**config.mk**
```make
export PLATFORM = sky130hd
export DESIGN_NAME = alu_issue_ctrl
export DESIGN_NICKNAME = d
export VERILOG_FILES = /design/src/rtl/alu_ctrl_pkg.sv /design/src/rtl/rr_arbiter2.sv /design/src/rtl/alu_issue_ctrl.sv
export SDC_FILE = /design/constraint.sdc
export NUM_CORES = 1
export LEC_CHECK = 0
export CAP_MARGIN = 20
export CORE_MARGIN = 1
export CORE_UTILIZATION = 35
export CTS_BUF_LIST = sky130_fd_sc_hd__clkbuf_8
export CTS_CLUSTER_DIAMETER = 40
export DETAILED_ROUTE_END_ITERATION = 16
export PLACE_DENSITY = 0.77
export SLEW_MARGIN = 10
export SYNTH_ARGS = -nofsm -noshare
export SYNTH_HDL_FRONTEND = slang
export SYNTH_HIERARCHICAL = 1
export SYNTH_SLANG_ARGS = --single-unit
```
**constraint.sdc**
```tcl
create_clock -name clk -period 2.1 [get_ports clk]
set_clock_uncertainty 0.05 [all_clocks]
set_input_delay 0.21 -clock clk [delete_from_list [all_inputs] [get_ports clk]]
set_output_delay 0.21 -clock clk [all_outputs]
set_load 0.01 [all_outputs]
```
**src/rtl/alu_ctrl_pkg.sv**
```systemverilog
// Shared constants for the ALU issue controller: op bit indices, FSM states, default widths.
package alu_ctrl_pkg;

    localparam int unsigned OpAdd = 0;
    localparam int unsigned OpSub = 3;
    localparam int unsigned OpMul = 4;
    localparam int unsigned OpMov = 6;
    localparam int unsigned OpAnd = 8;
    localparam int unsigned OpNot = 9;
    localparam int unsigned OpLsl = 10;
    localparam int unsigned OpLsr = 11;

    localparam int unsigned DefDataW  = 16;
    localparam int unsigned DefSigW   = 12;
    localparam int unsigned DefImmW   = 5;
    localparam int unsigned DefTagW   = 4;
    localparam int unsigned DefAluLat = 1;
    localparam int unsigned DefMulLat = 2;

    typedef enum logic [1:0] {
        StIdle = 2'd0,
        StExec = 2'd1,
        StResp = 2'd2
    } state_e;

endpackage

```
**src/rtl/rr_arbiter2.sv**
```systemverilog
// Two-way round-robin arbiter: a sole requester wins; on a tie the slot not named by rr_ptr_i wins.
module rr_arbiter2 (
    input  logic       en_i,
    input  logic [1:0] valid_i,
    input  logic       rr_ptr_i,
    output logic [1:0] grant_o
);

    always_comb begin
        grant_o = 2'b00;
        if (en_i) begin
            case (valid_i)
                2'b01:   grant_o = 2'b01;
                2'b10:   grant_o = 2'b10;
                2'b11:   grant_o = rr_ptr_i ? 2'b01 : 2'b10;
                default: grant_o = 2'b00;
            endcase
        end
    end

endmodule

```
**src/rtl/alu_issue_ctrl.sv**
```systemverilog
// Shares one clocked ALU between two issue slots: arbitrate, hold operands, return tagged result.
// Optional one-hot op checking with err_illegal_o is enabled by defining ALU_ONEHOT_CHECK_EN.
module alu_issue_ctrl
    import alu_ctrl_pkg::*;
#(
    parameter int unsigned DATA_W  = DefDataW,
    parameter int unsigned SIG_W   = DefSigW,
    parameter int unsigned IMM_W   = DefImmW,
    parameter int unsigned TAG_W   = DefTagW,
    parameter int unsigned ALU_LAT = DefAluLat,
    parameter int unsigned MUL_LAT = DefMulLat
) (
    input  logic              clk,
    input  logic              rst_n,
    input  logic              req0_valid_i,
    output logic              req0_ready_o,
    input  logic [SIG_W-1:0]  req0_sig_i,
    input  logic [DATA_W-1:0] req0_op1_i,
    input  logic [DATA_W-1:0] req0_op2_i,
    input  logic [IMM_W-1:0]  req0_immx_i,
    input  logic              req0_isimm_i,
    input  logic [TAG_W-1:0]  req0_tag_i,
    input  logic              req1_valid_i,
    output logic              req1_ready_o,
    input  logic [SIG_W-1:0]  req1_sig_i,
    input  logic [DATA_W-1:0] req1_op1_i,
    input  logic [DATA_W-1:0] req1_op2_i,
    input  logic [IMM_W-1:0]  req1_immx_i,
    input  logic              req1_isimm_i,
    input  logic [TAG_W-1:0]  req1_tag_i,
    output logic [SIG_W-1:0]  alu_sig_o,
    output logic [DATA_W-1:0] alu_op1_o,
    output logic [DATA_W-1:0] alu_op2_o,
    output logic [IMM_W-1:0]  alu_immx_o,
    output logic              alu_isimm_o,
    input  logic [DATA_W-1:0] alu_result_i,
    output logic              res_valid_o,
    input  logic              res_ready_i,
    output logic [DATA_W-1:0] res_data_o,
    output logic [TAG_W-1:0]  res_tag_o,
    output logic              res_src_o
`ifdef ALU_ONEHOT_CHECK_EN
    ,
    output logic              err_illegal_o
`endif
);

    localparam int unsigned MaxLat = (ALU_LAT > MUL_LAT) ? ALU_LAT : MUL_LAT;
    localparam int unsigned CntW   = $clog2(MaxLat + 1);

    state_e              state_q, state_d;
    logic                rr_ptr_q, rr_ptr_d;
    logic                granted_q, granted_d;
    logic [SIG_W-1:0]    sig_q, sig_d;
    logic [DATA_W-1:0]   op1_q, op1_d, op2_q, op2_d, data_q, data_d;
    logic [IMM_W-1:0]    immx_q, immx_d;
    logic                isimm_q, isimm_d, src_q, src_d;
    logic [TAG_W-1:0]    tag_q, tag_d;
    logic [CntW-1:0]     cnt_q, cnt_d;
    logic [1:0]          grant;
    logic                arb_en, arb_ptr, hs, sel;
    logic [SIG_W-1:0]    sel_sig;
`ifdef ALU_ONEHOT_CHECK_EN
    logic                err_q, err_d;
`endif

    // Readies are masked while reset is held so a waiting requester never sees a grant.
    assign arb_en  = (state_q == StIdle) && rst_n;
    // Before the first grant pretend slot 1 went last, so req0 wins the first tie.
    assign arb_ptr = granted_q ? rr_ptr_q : 1'b1;

    rr_arbiter2 u_arb (
        .en_i     (arb_en),
        .valid_i  ({req1_valid_i, req0_valid_i}),
        .rr_ptr_i (arb_ptr),
        .grant_o  (grant)
    );

    assign req0_ready_o = grant[0];
    assign req1_ready_o = grant[1];
    assign hs      = (grant[0] && req0_valid_i) || (grant[1] && req1_valid_i);
    assign sel     = grant[1];
    assign sel_sig = sel ? req1_sig_i : req0_sig_i;

    always_comb begin
        state_d   = state_q;
        rr_ptr_d  = rr_ptr_q;
        granted_d = granted_q;
        sig_d     = sig_q;
        op1_d     = op1_q;
        op2_d     = op2_q;
        immx_d    = immx_q;
        isimm_d   = isimm_q;
        tag_d     = tag_q;
        src_d     = src_q;
        cnt_d     = cnt_q;
        data_d    = data_q;
`ifdef ALU_ONEHOT_CHECK_EN
        err_d     = err_q;
`endif
        unique case (state_q)
            StIdle: begin
                if (hs) begin
                    sig_d     = sel_sig;
                    op1_d     = sel ? req1_op1_i : req0_op1_i;
                    op2_d     = sel ? req1_op2_i : req0_op2_i;
                    immx_d    = sel ? req1_immx_i : req0_immx_i;
                    isimm_d   = sel ? req1_isimm_i : req0_isimm_i;
                    tag_d     = sel ? req1_tag_i : req0_tag_i;
                    src_d     = sel;
                    rr_ptr_d  = sel;
                    granted_d = 1'b1;
                    cnt_d     = sel_sig[OpMul] ? CntW'(MUL_LAT) : CntW'(ALU_LAT);
                    state_d   = StExec;
`ifdef ALU_ONEHOT_CHECK_EN
                    if ($countones(sel_sig) != 1) begin
                        data_d  = '0;
                        err_d   = 1'b1;
                        state_d = StResp;
                    end
`endif
                end
            end
            StExec: begin
                cnt_d = cnt_q - CntW'(1);
                if (cnt_q == CntW'(1)) begin
                    data_d  = alu_result_i;
                    state_d = StResp;
                end
            end
            StResp: begin
                if (res_ready_i) begin
                    state_d = StIdle;
`ifdef ALU_ONEHOT_CHECK_EN
                    err_d   = 1'b0;
`endif
                end
            end
            default: state_d = StIdle;
        endcase
    end

    always_ff @(posedge clk or negedge rst_n) begin
        if (!rst_n) begin
            state_q   <= StIdle;
            rr_ptr_q  <= 1'b0;
            granted_q <= 1'b0;
            sig_q     <= '0;
            op1_q     <= '0;
            op2_q     <= '0;
            immx_q    <= '0;
            isimm_q   <= 1'b0;
            tag_q     <= '0;
            src_q     <= 1'b0;
            cnt_q     <= '0;
            data_q    <= '0;
`ifdef ALU_ONEHOT_CHECK_EN
            err_q     <= 1'b0;
`endif
        end else begin
            state_q   <= state_d;
            rr_ptr_q  <= rr_ptr_d;
            granted_q <= granted_d;
            sig_q     <= sig_d;
            op1_q     <= op1_d;
            op2_q     <= op2_d;
            immx_q    <= immx_d;
            isimm_q   <= isimm_d;
            tag_q     <= tag_d;
            src_q     <= src_d;
            cnt_q     <= cnt_d;
            data_q    <= data_d;
`ifdef ALU_ONEHOT_CHECK_EN
            err_q     <= err_d;
`endif
        end
    end

    assign alu_sig_o   = (state_q == StExec) ? sig_q : '0;
    assign alu_op1_o   = op1_q;
    assign alu_op2_o   = op2_q;
    assign alu_immx_o  = immx_q;
    assign alu_isimm_o = isimm_q;
    assign res_valid_o = (state_q == StResp);
    assign res_data_o  = data_q;
    assign res_tag_o   = tag_q;
    assign res_src_o   = src_q;
`ifdef ALU_ONEHOT_CHECK_EN
    assign err_illegal_o = err_q;
`endif

endmodule
```
### After elaboration in Yosys (flattened, before gate mapping)

Cells that the tools add are included.
W data, S select, Z words.

| storage, ports and cells | value |
|---|---|
| register bits | 76 |
| logic and storage cells | 49 |

| cells by class | value |
|---|---|
| eq/ne operators | 9 |
| $add $sub $neg | 1 |
| reduce and logical (&&, ||, !) cells | 10 |
| mux-type cells | 18 |

Operators with widths:

| operator | count |
|---|---|
| $mux W16 | 2 |
| $mux W12 | 2 |
| $mux W2 | 7 |
| $pmux W2 S3 | 2 |
| $eq A2 B1 Y1 const B | 3 |
| $eq A2 B2 Y1 const B | 3 |
| $reduce_and A2 Y1 | 3 |
| $mux W5 | 1 |
| $mux W4 | 1 |
| $ne A2 B2 Y1 const B | 2 |
| $pmux W2 S2 | 1 |
| $logic_and A1 B1 Y1 | 3 |
| $reduce_and A3 Y1 | 1 |
| $logic_not A2 Y1 | 1 |
| $mux W1 | 2 |
| $ne A2 B1 Y1 const B | 1 |
| $reduce_bool A2 Y1 | 1 |
| $sub A2 B1 Y2 const B | 1 |
| $logic_or A1 B1 Y1 | 1 |

### Depth between registers and ports, before layout

| depth | value |
|---|---|
| depth after elaboration | 8 |
| gate-level depth with buffers | 10 |
| mapped depth without buffers | 7 |

### Cells and area by module

Netlist, hierarchy kept.

Modules (own cells, without submodules):

| module | cells an instance | area an instance (µm²) | times used |
|---|---|---|---|
| alu_issue_ctrl | 319 | 3,592.2 | 1 |
| rr_arbiter2 | 5 | 21.3 | 1 |

### Worst setup path after synthesis

Ideal clock, no wire load.

| timing | value |
|---|---|
| path type | register to register |
| start point | register state_q[0] |
| end point | register immx_q[0], in the netlist alu_immx_o[0] |
| setup time | 0.138 ns |
| path slack | -0.377 ns |
| cell stages (with the launch flop) | 10 |
| path buffers | 3 |
| arrival time | 2.288 ns |
| path through | dfrtp_1 nor2_2 clkbuf_1 and2_1 nand2_1 a21oi_1 a22o_1 clkbuf_1 clkbuf_1 a31oi_1 |

| on the way | value |
|---|---|
| cells in the longest elaborated chain, start to end | 6 |
| elaborated cells on any way between the ends | 8 |
| classes of those cells | mux: 2; reduce/logical: 6 |

Ends and longest elaborated chain:

| what | RTL line | RTL |
|---|---|---|
| start: declaration | alu_issue_ctrl.sv:51 | `state_e state_q, state_d;` |
| start signal: assignment | alu_issue_ctrl.sv:145 | `state_q <= StIdle;` |
| start signal: assignment | alu_issue_ctrl.sv:161 | `state_q <= state_d;` |
| $logic_not A2 Y1 (*) | alu_issue_ctrl.sv:68 | `assign arb_en = (state_q == StIdle) && rst_n;` |
| $logic_and A1 B1 Y1 (*) | alu_issue_ctrl.sv:68 |  |
| via arb_en | alu_issue_ctrl.sv:61 | `logic arb_en, arb_ptr, hs, sel;` |
| $mux W2 (*) | rr_arbiter2.sv:11 | `if (en_i) begin` |
| via req1_ready_o | alu_issue_ctrl.sv:24 | `output logic req1_ready_o,` |
| $logic_and A1 B1 Y1 | alu_issue_ctrl.sv:81 | `assign hs = (grant[0] && req0_valid_i) \|\| (grant[1] && req1_valid_i);` |
| $logic_or A1 B1 Y1 | alu_issue_ctrl.sv:81 |  |
| $reduce_and A2 Y1 (no line) | - |  |
| end signal: assignment | alu_issue_ctrl.sv:167 | `immx_q <= immx_d;` |
| end: declaration | alu_issue_ctrl.sv:56 | `logic [IMM_W-1:0] immx_q, immx_d;` |

The timed path passes the listed nets; every way through them passes the cells marked *.
A chain may end at the register's enable or synchronous reset.

### Worst setup path in the final report

| timing | value |
|---|---|
| start point | register state_q[0] |
| end point | output alu_sig_o[8] |

| on the way | value |
|---|---|
| cells in the longest elaborated chain, start to end | 2 |

Ends and longest elaborated chain:

| what | RTL line | RTL |
|---|---|---|
| $eq A2 B1 Y1 | alu_issue_ctrl.sv:179 | `assign alu_sig_o = (state_q == StExec) ? sig_q : '0;` |
| $mux W12 | alu_issue_ctrl.sv:179 |  |
| end: declaration | alu_issue_ctrl.sv:31 | `output logic [SIG_W-1:0] alu_sig_o,` |

Every way passes these cells.

==> impl_metrics.tcl <==
set metrics [dict create \
    synthXorXnorAreaFrac_pct 0 \
    setup_violations 0 \
    muxShareOfSynthArea_pct 20.53 \
    slew-limit-headroom_pct 36.89 \
    n_fill_cell 835 \
    cp_cell_sequence "buf_4, and2b_2, and2_1, clkdlybuf4s50_1" \
    cts_made_buffers 9 \
    grt-ovfl-total 0 \
    cts_max_path_buffers 2 \
    routed_via_density 4.976 \
    hold_violations 0 \
    portBuffers 202 \
    final_cell_mix "191 x clkdlybuf4s50_1, 75 x dfrtp_1, 55 x mux2i_1" \
    final_nets 666 \
    h-tree-depth 3 \
    yosys_warnings 6 \
    finalSetupTns_ns 0 \
    synth_fa_ha_area_share_pct 0.3463 \
    area_growth_pct 72.44 \
    hold_buffers 0 \
    finalWorstSetupSlack_ns 0.06164 \
    wire_per_inst_um 15.60 \
    synth_top_family_by_area "multiplexers" \
    critPathArrivalTime_ns 1.78 \
    powerDensity_nw_per_um2 1276 \
    syn-num-nets 454 \
    drt_wl_total_mm 10.52 \
    netlist_area_um2 3613 \
    clk_latency_ns 0.34 \
    grt_antenna_before_repair 0 \
    hold_slack_ns 0.09415 \
    syn_avg_cell_area_um2 11.15 \
    r2r_cells 8 \
    initial_core_util_pct 36.46 \
    tightest_slew_ns 0.9466 \
    worstPathRequired_ns 1.84 \
    cts_tree "done" \
    crit_family "buffers and inverters" \
    drt-pass1-iter-count 4 \
    cts.sinks 76 \
    r2r_slack_ns 0.16 \
    final_common_cell "clkdlybuf4s50_1" \
    cp-end-kind "primary output" \
    fmax_mhz 490.6 \
    crit_fanout 6 \
    status "finished clean" \
    clk_pin_slew_ns 0.09 \
    num_rows 36 \
    critPathBufInv 2 \
    slowest_delay_ns 0.48 \
    fin_crit_ns 2.038 \
    synthDistinctLibCells 25 \
    ant_nets 0 \
    ir_worst_vdd_v 0.0006622 \
    finalNonFillerCells 674 \
    yosys.area_share.simple_pct 4.259 \
    grtUsageTotal_pct 19.08 \
    worstSetupPathType "reg -> out" \
    dr.first_iter.drc_count 134 \
    synth_seq_cells 76 \
    synth_compound_area_share_pct 18.04 \
    total_leakage_power_nw 2.552 \
    start_kind "flop" \
    routabilityCongestion 0.7583 \
    grt_max_degree 77 \
    fp.dieH_um 103.6 \
    core_um2 9910 \
    die_x_um 103.6 \
    syn_inst 324 \
    r2r_start "state_q[1]" \
    cts-root-buf "clkbuf_8" \
    fin_crit_sh_pct 97.06 \
    slew_violations 0 \
    synth_edf_count 0 \
    place_inst 645 \
    drc 0 \
    synth_top_flop_cell "dfrtp_1" \
    hold_class "in -> async" \
    grt_pass1_vias 3328 \
    die-area_um2 10740 \
    vias 3354 \
    drive_gt1_share_pct 13.49 \
    crit_start "state_q[0]" \
    grt_setup_unrepaired "false" \
    io_pins 203 \
    grt_pass1_wl_mm 16.49 \
    ys_seq_area_share_pct 52.63 \
    critPathSlowestCell "clkdlybuf4s50_1" \
    async_reset_ff_share_pct 100.0 \
    max-cap-violations 0 \
    r2r-end "res_tag_o[2]" \
    dp_hpwl_mm 7.403 \
    diodes 0 \
    place_ws_ns 0.08292 \
]
how the worst max path moves through the flow:
stage / to / depth (start not counted)
after global placement: res_tag_o[0] / 7
final: alu_sig_o[8] / 4
after CTS: alu_sig_o[3] / 4
after detailed placement: alu_op1_o[14] / 5
after floorplan: alu_immx_o[4] / 9
after global routing: alu_sig_o[2] / 4
report_power, final:
group	total (mW)	switching [mW]	internal [mW]
Combinational	4.22	1.89	2.33
Clock	1.15	0.564	0.590
Sequential	2.57	0.392	2.18
Total	7.95	2.85	5.10
metal layers:
metal / share of wire (%) / up-vias / global-route usage (%)
met5: 0 / - / 0
met4: 1.2 / 0 / 5.383
met3: 6.8 / 14 / 5.035
met2: 51 / 132 / 34.37
met1: 41 / 1583 / 22.16
li1: - / 1625 / -
cells in the mapped netlist, types with 2 or more instances:
master / number / area (µm²)
inv_1: 4 / 15.01
o21ai_0: 2 / 10.01
nand3_1: 2 / 10.01
dfrtp_1: 76 / 1902
mux2_2: 17 / 191.4
nand2_1: 3 / 11.26
mux2i_1: 55 / 550.5
a31oi_1: 53 / 331.6
and2_1: 12 / 75.07
a21oi_1: 55 / 275.3
buf_2: 10 / 50.05
clkbuf_1: 19 / 71.32
nand2b_1: 4 / 25.02
per-stage QoR:
step	power, mW	util, %	area (µm²)
after CTS	7.908	61.53	6097
after global routing	8.471	62.88	6231
after floorplan	4.594	-	3656
after detailed placement	6.728	59.36	5882
final	7.951	62.88	6231
after global placement	6.583	59.36	5882
cell type report:
class,instances,area (µm²),area share [%]
Sequential cell,76,1903,30.54
Clock buffer,10,137.6,2.209
Tap cell,133,166.4,2.671
Inverter,4,15.01,0.2410
Clock inverter,6,71.32,1.145
Multi-Input combinational cell,214,1603,25.72
Timing Repair Buffer,231,2335,37.47
cells by family after synthesis:
family | Yosys count
adder cells (fa/ha/maj) | 1
AND/OR/NAND/NOR | 26
multiplexers | 72
flip-flops | 76
AO/OA/AOI/OAI | 114
buffers and inverters | 35
state kept, by name, indices dropped and copies added (netlist names):
| register | count |
|---|---|
| state_q | 2 |
| granted_q | 1 |
| alu_immx_o | 5 |
| sig_q | 12 |
| alu_op2_o | 16 |
| alu_isimm_o | 1 |
| res_tag_o | 4 |
| res_data_o | 16 |
| res_src_o | 1 |
| alu_op1_o | 16 |
| cnt_q | 2 |
timing repair:
action | 4_1_cts | 5_1_grt
gates resized for setup | 9 | 8
cloned | 1 | 1
pin swaps | 0 | 1
setup endpoints to repair | 13 | 47
setup buffers | 0 | 11
Note: power is estimated with default switching activity, not from simulation.
==> edit, RTL diff (config.mk and constraints unchanged) <==
`tag_q` no longer has a reset.
--- a/src/rtl/alu_issue_ctrl.sv
+++ b/src/rtl/alu_issue_ctrl.sv
@@ -152,3 +152,2 @@
             isimm_q   <= 1'b0;
-            tag_q     <= '0;
             src_q     <= 1'b0;
@@ -168,3 +167,2 @@
             isimm_q   <= isimm_d;
-            tag_q     <= tag_d;
             src_q     <= src_d;
@@ -176,2 +174,6 @@
         end
+    end
+
+    always_ff @(posedge clk) begin
+        tag_q <= tag_d;
     end
Function: differs if rst_n is asserted again (counterexample within 4 cycles, from zero or initial values and one cycle with rst_n low); with rst_n held inactive, the same outputs for 10 cycles.
==> edit against the original RTL <==
Design area decreased by 2.9%; total power decreased by 5.4%; wire length increased by 1.0%; critical endpoint is now alu_sig_o[9]; area after synthesis is 1.4% lower; critical path depth unchanged; setup slack better by 0.0089 ns; fmax is 0.44% higher; sequential cell count is the same.
==> edit: results (changes against the original RTL) <==
Route
  • Pre-Repair DR Iteration Count: 4 (unchanged)
  • WL/cell: 16.22 µm (was 15.60 µm)
  • Vias/cell: 4.918 (was 4.976)
  • Initial drt markers: 72 (was 134)

Layout
  • Filler cell count: 844 (was 835)
  • Final nets: 647 (was 666)
  • Share of cells above drive strength 1: 12.64% (was 13.49%)

Worst setup path
  • R2r worst-path depth: 9 (was 8)
  • CP startpoint: state_q[1] (was state_q[0])
  • Crit path DAT: 1.77 ns
  • Worst reg2reg setup slack: 0.11 ns (was 0.16 ns)
  • Reg2reg end: cnt_q[1] (was res_tag_o[2])
  • Crit Path Max Fanout: 4 (was 6)

Place
  • Placer congestion estimate: 0.7245 (was 0.7583)
  • Final HPWL DP: 7.611 mm (was 7.403 mm)

Synthesis
  • Seq/Total Area, Yosys: 53.95% (was 52.63%)
  • Commonest cells post-synth: a21oi_1 (100), dfrtp_1 (72), mux2i_1 (51) (was dfrtp_1 (76), a21oi_1 (55), mux2i_1 (55))
  • Post-synth EDFFs: 4 (was 0)
  • Most area-consuming cells after synthesis: dfrtp_1 (51%), mux2i_1 (14%), a21oi_1 (14%) (was dfrtp_1 (53%), mux2i_1 (15%), a31oi_1 (9.2%))
  • Synth cell types: 27 (was 25)
  • Syn Nets: 439 (was 454)
  • Post-synthesis async set-or-reset flop share: 94.74% (was 100.0%)

GRT
  • Largest net degree at the start of global routing: 73 (was 77)
  • Initial antenna violation count: 0 (unchanged)
  • Vias in the first global route: 3274 (was 3328)
  • GRT Util Overall: 19.56% (was 19.08%)
  • First-pass GRT wire length: 15.79 mm (was 16.49 mm)

STA
  • Slew Limit Headroom: 38.96% (was 36.89%)
  • Worst hold margin: 0.04010 ns (was 0.09415 ns)

CTS
  • CTS buffer count: 9 (unchanged)
  • Clock Root Buffer: clkbuf_8 (unchanged)

Pwr
  • Worst vdd ir: 0.6649 mV (was 0.6622 mV)
  • Static Leakage: 2.459 nW (was 2.552 nW)

Status
  • Status: finished, final reports clean (unchanged)
## edit: layout make-up
| cell class | instances | area (µm²) | share of cell area, % |
|---|---|---|---|
| timing repair buffer | 221 | 2221 | 36.70 |
| sequential | 76 | 1924 | 31.80 |
| multi-input combinational | 205 | 1531 | 25.31 |
| tap | 133 | 166.4 | 2.750 |
| clock buffer | 9 | 123.9 | 2.047 |
| clock inverter | 7 | 68.82 | 1.137 |
| inverter | 4 | 15.01 | 0.2481 |
## edit: cell families (layout without fill, tap and decap cells)
kind of cell / Yosys count / count (layout) / synth area share [%]
mux: 72 / 72 / 21.92
flops: 76 / 76 / 53.95
fa+ha+maj: 1 / 1 / 0.3512
simple gates: 26 / 26 / 4.813
buf+inv: 28 / 241 / 3.653
compound gates: 106 / 106 / 15.31
## edit: worst max-delay path: stages (launching register included)
cell             delay, ns
dfrtp_2               0.46
nor2b_4               0.14
buf_4                 0.15
and2_1                0.12
clkdlybuf4s50_1       0.56
## edit: routing by layer
metal | vias up | track usage, % | share of wire, % | routed length, µm
li1 | 1516 | - | - | -
met3 | 18 | 5.153 | 7.5 | 797
met2 | 134 | 35.69 | 52 | 5510
met4 | 0 | 6.501 | 1.7 | 182
met1 | 1553 | 22.12 | 39 | 4135
met5 | - | 0 | 0 | 0
## edit: power by group
| part | leakage (nW) | switching (mW) | internal (mW) | total [mW] |
|---|---|---|---|---|
| Combinational | 1.52 | 1.67 | 2.19 | 3.86 |
| Sequential | 0.843 | 0.392 | 2.17 | 2.56 |
| Clock | 0.100 | 0.551 | 0.545 | 1.10 |
| Total | 2.46 | 2.62 | 4.91 | 7.53 |
## edit: per-stage QoR
| stage | TNS, ns | cells | worst slack, ns | util [%] | instance area [µm²] |
|---|---|---|---|---|---|
| CTS | 0 | 648 | 0.01218 | 60.84 | 5974 |
| detailed placement | 0 | 630 | 0.05117 | 58.74 | 5768 |
| floorplan | -0.4526 | 309 | -0.01131 | - | 3592 |
| global route | -0.04874 | 655 | -0.01448 | 61.62 | 6051 |
| global placement | 0 | 630 | 0.1314 | 58.74 | 5768 |
| finish | 0 | 655 | 0.07056 | 61.62 | 6051 |
## edit: worst max-delay path by stage
| stage | end | cells past startpoint |
|---|---|---|
| global route | cnt_q[1] | 9 |
| floorplan | alu_immx_o[4] | 9 |
| finish | alu_sig_o[9] | 4 |
| CTS | alu_sig_o[9] | 4 |
| global placement | res_tag_o[0] | 7 |
| detailed placement | cnt_q[1] | 7 |
## edit: repair_timing
action | CTS | global route
pin swaps | 0 | 2
gates resized for setup | 3 | 2
buffers inserted | 2 | 6
cloned | 0 | 1
endpoints found under the setup margin | 14 | 26
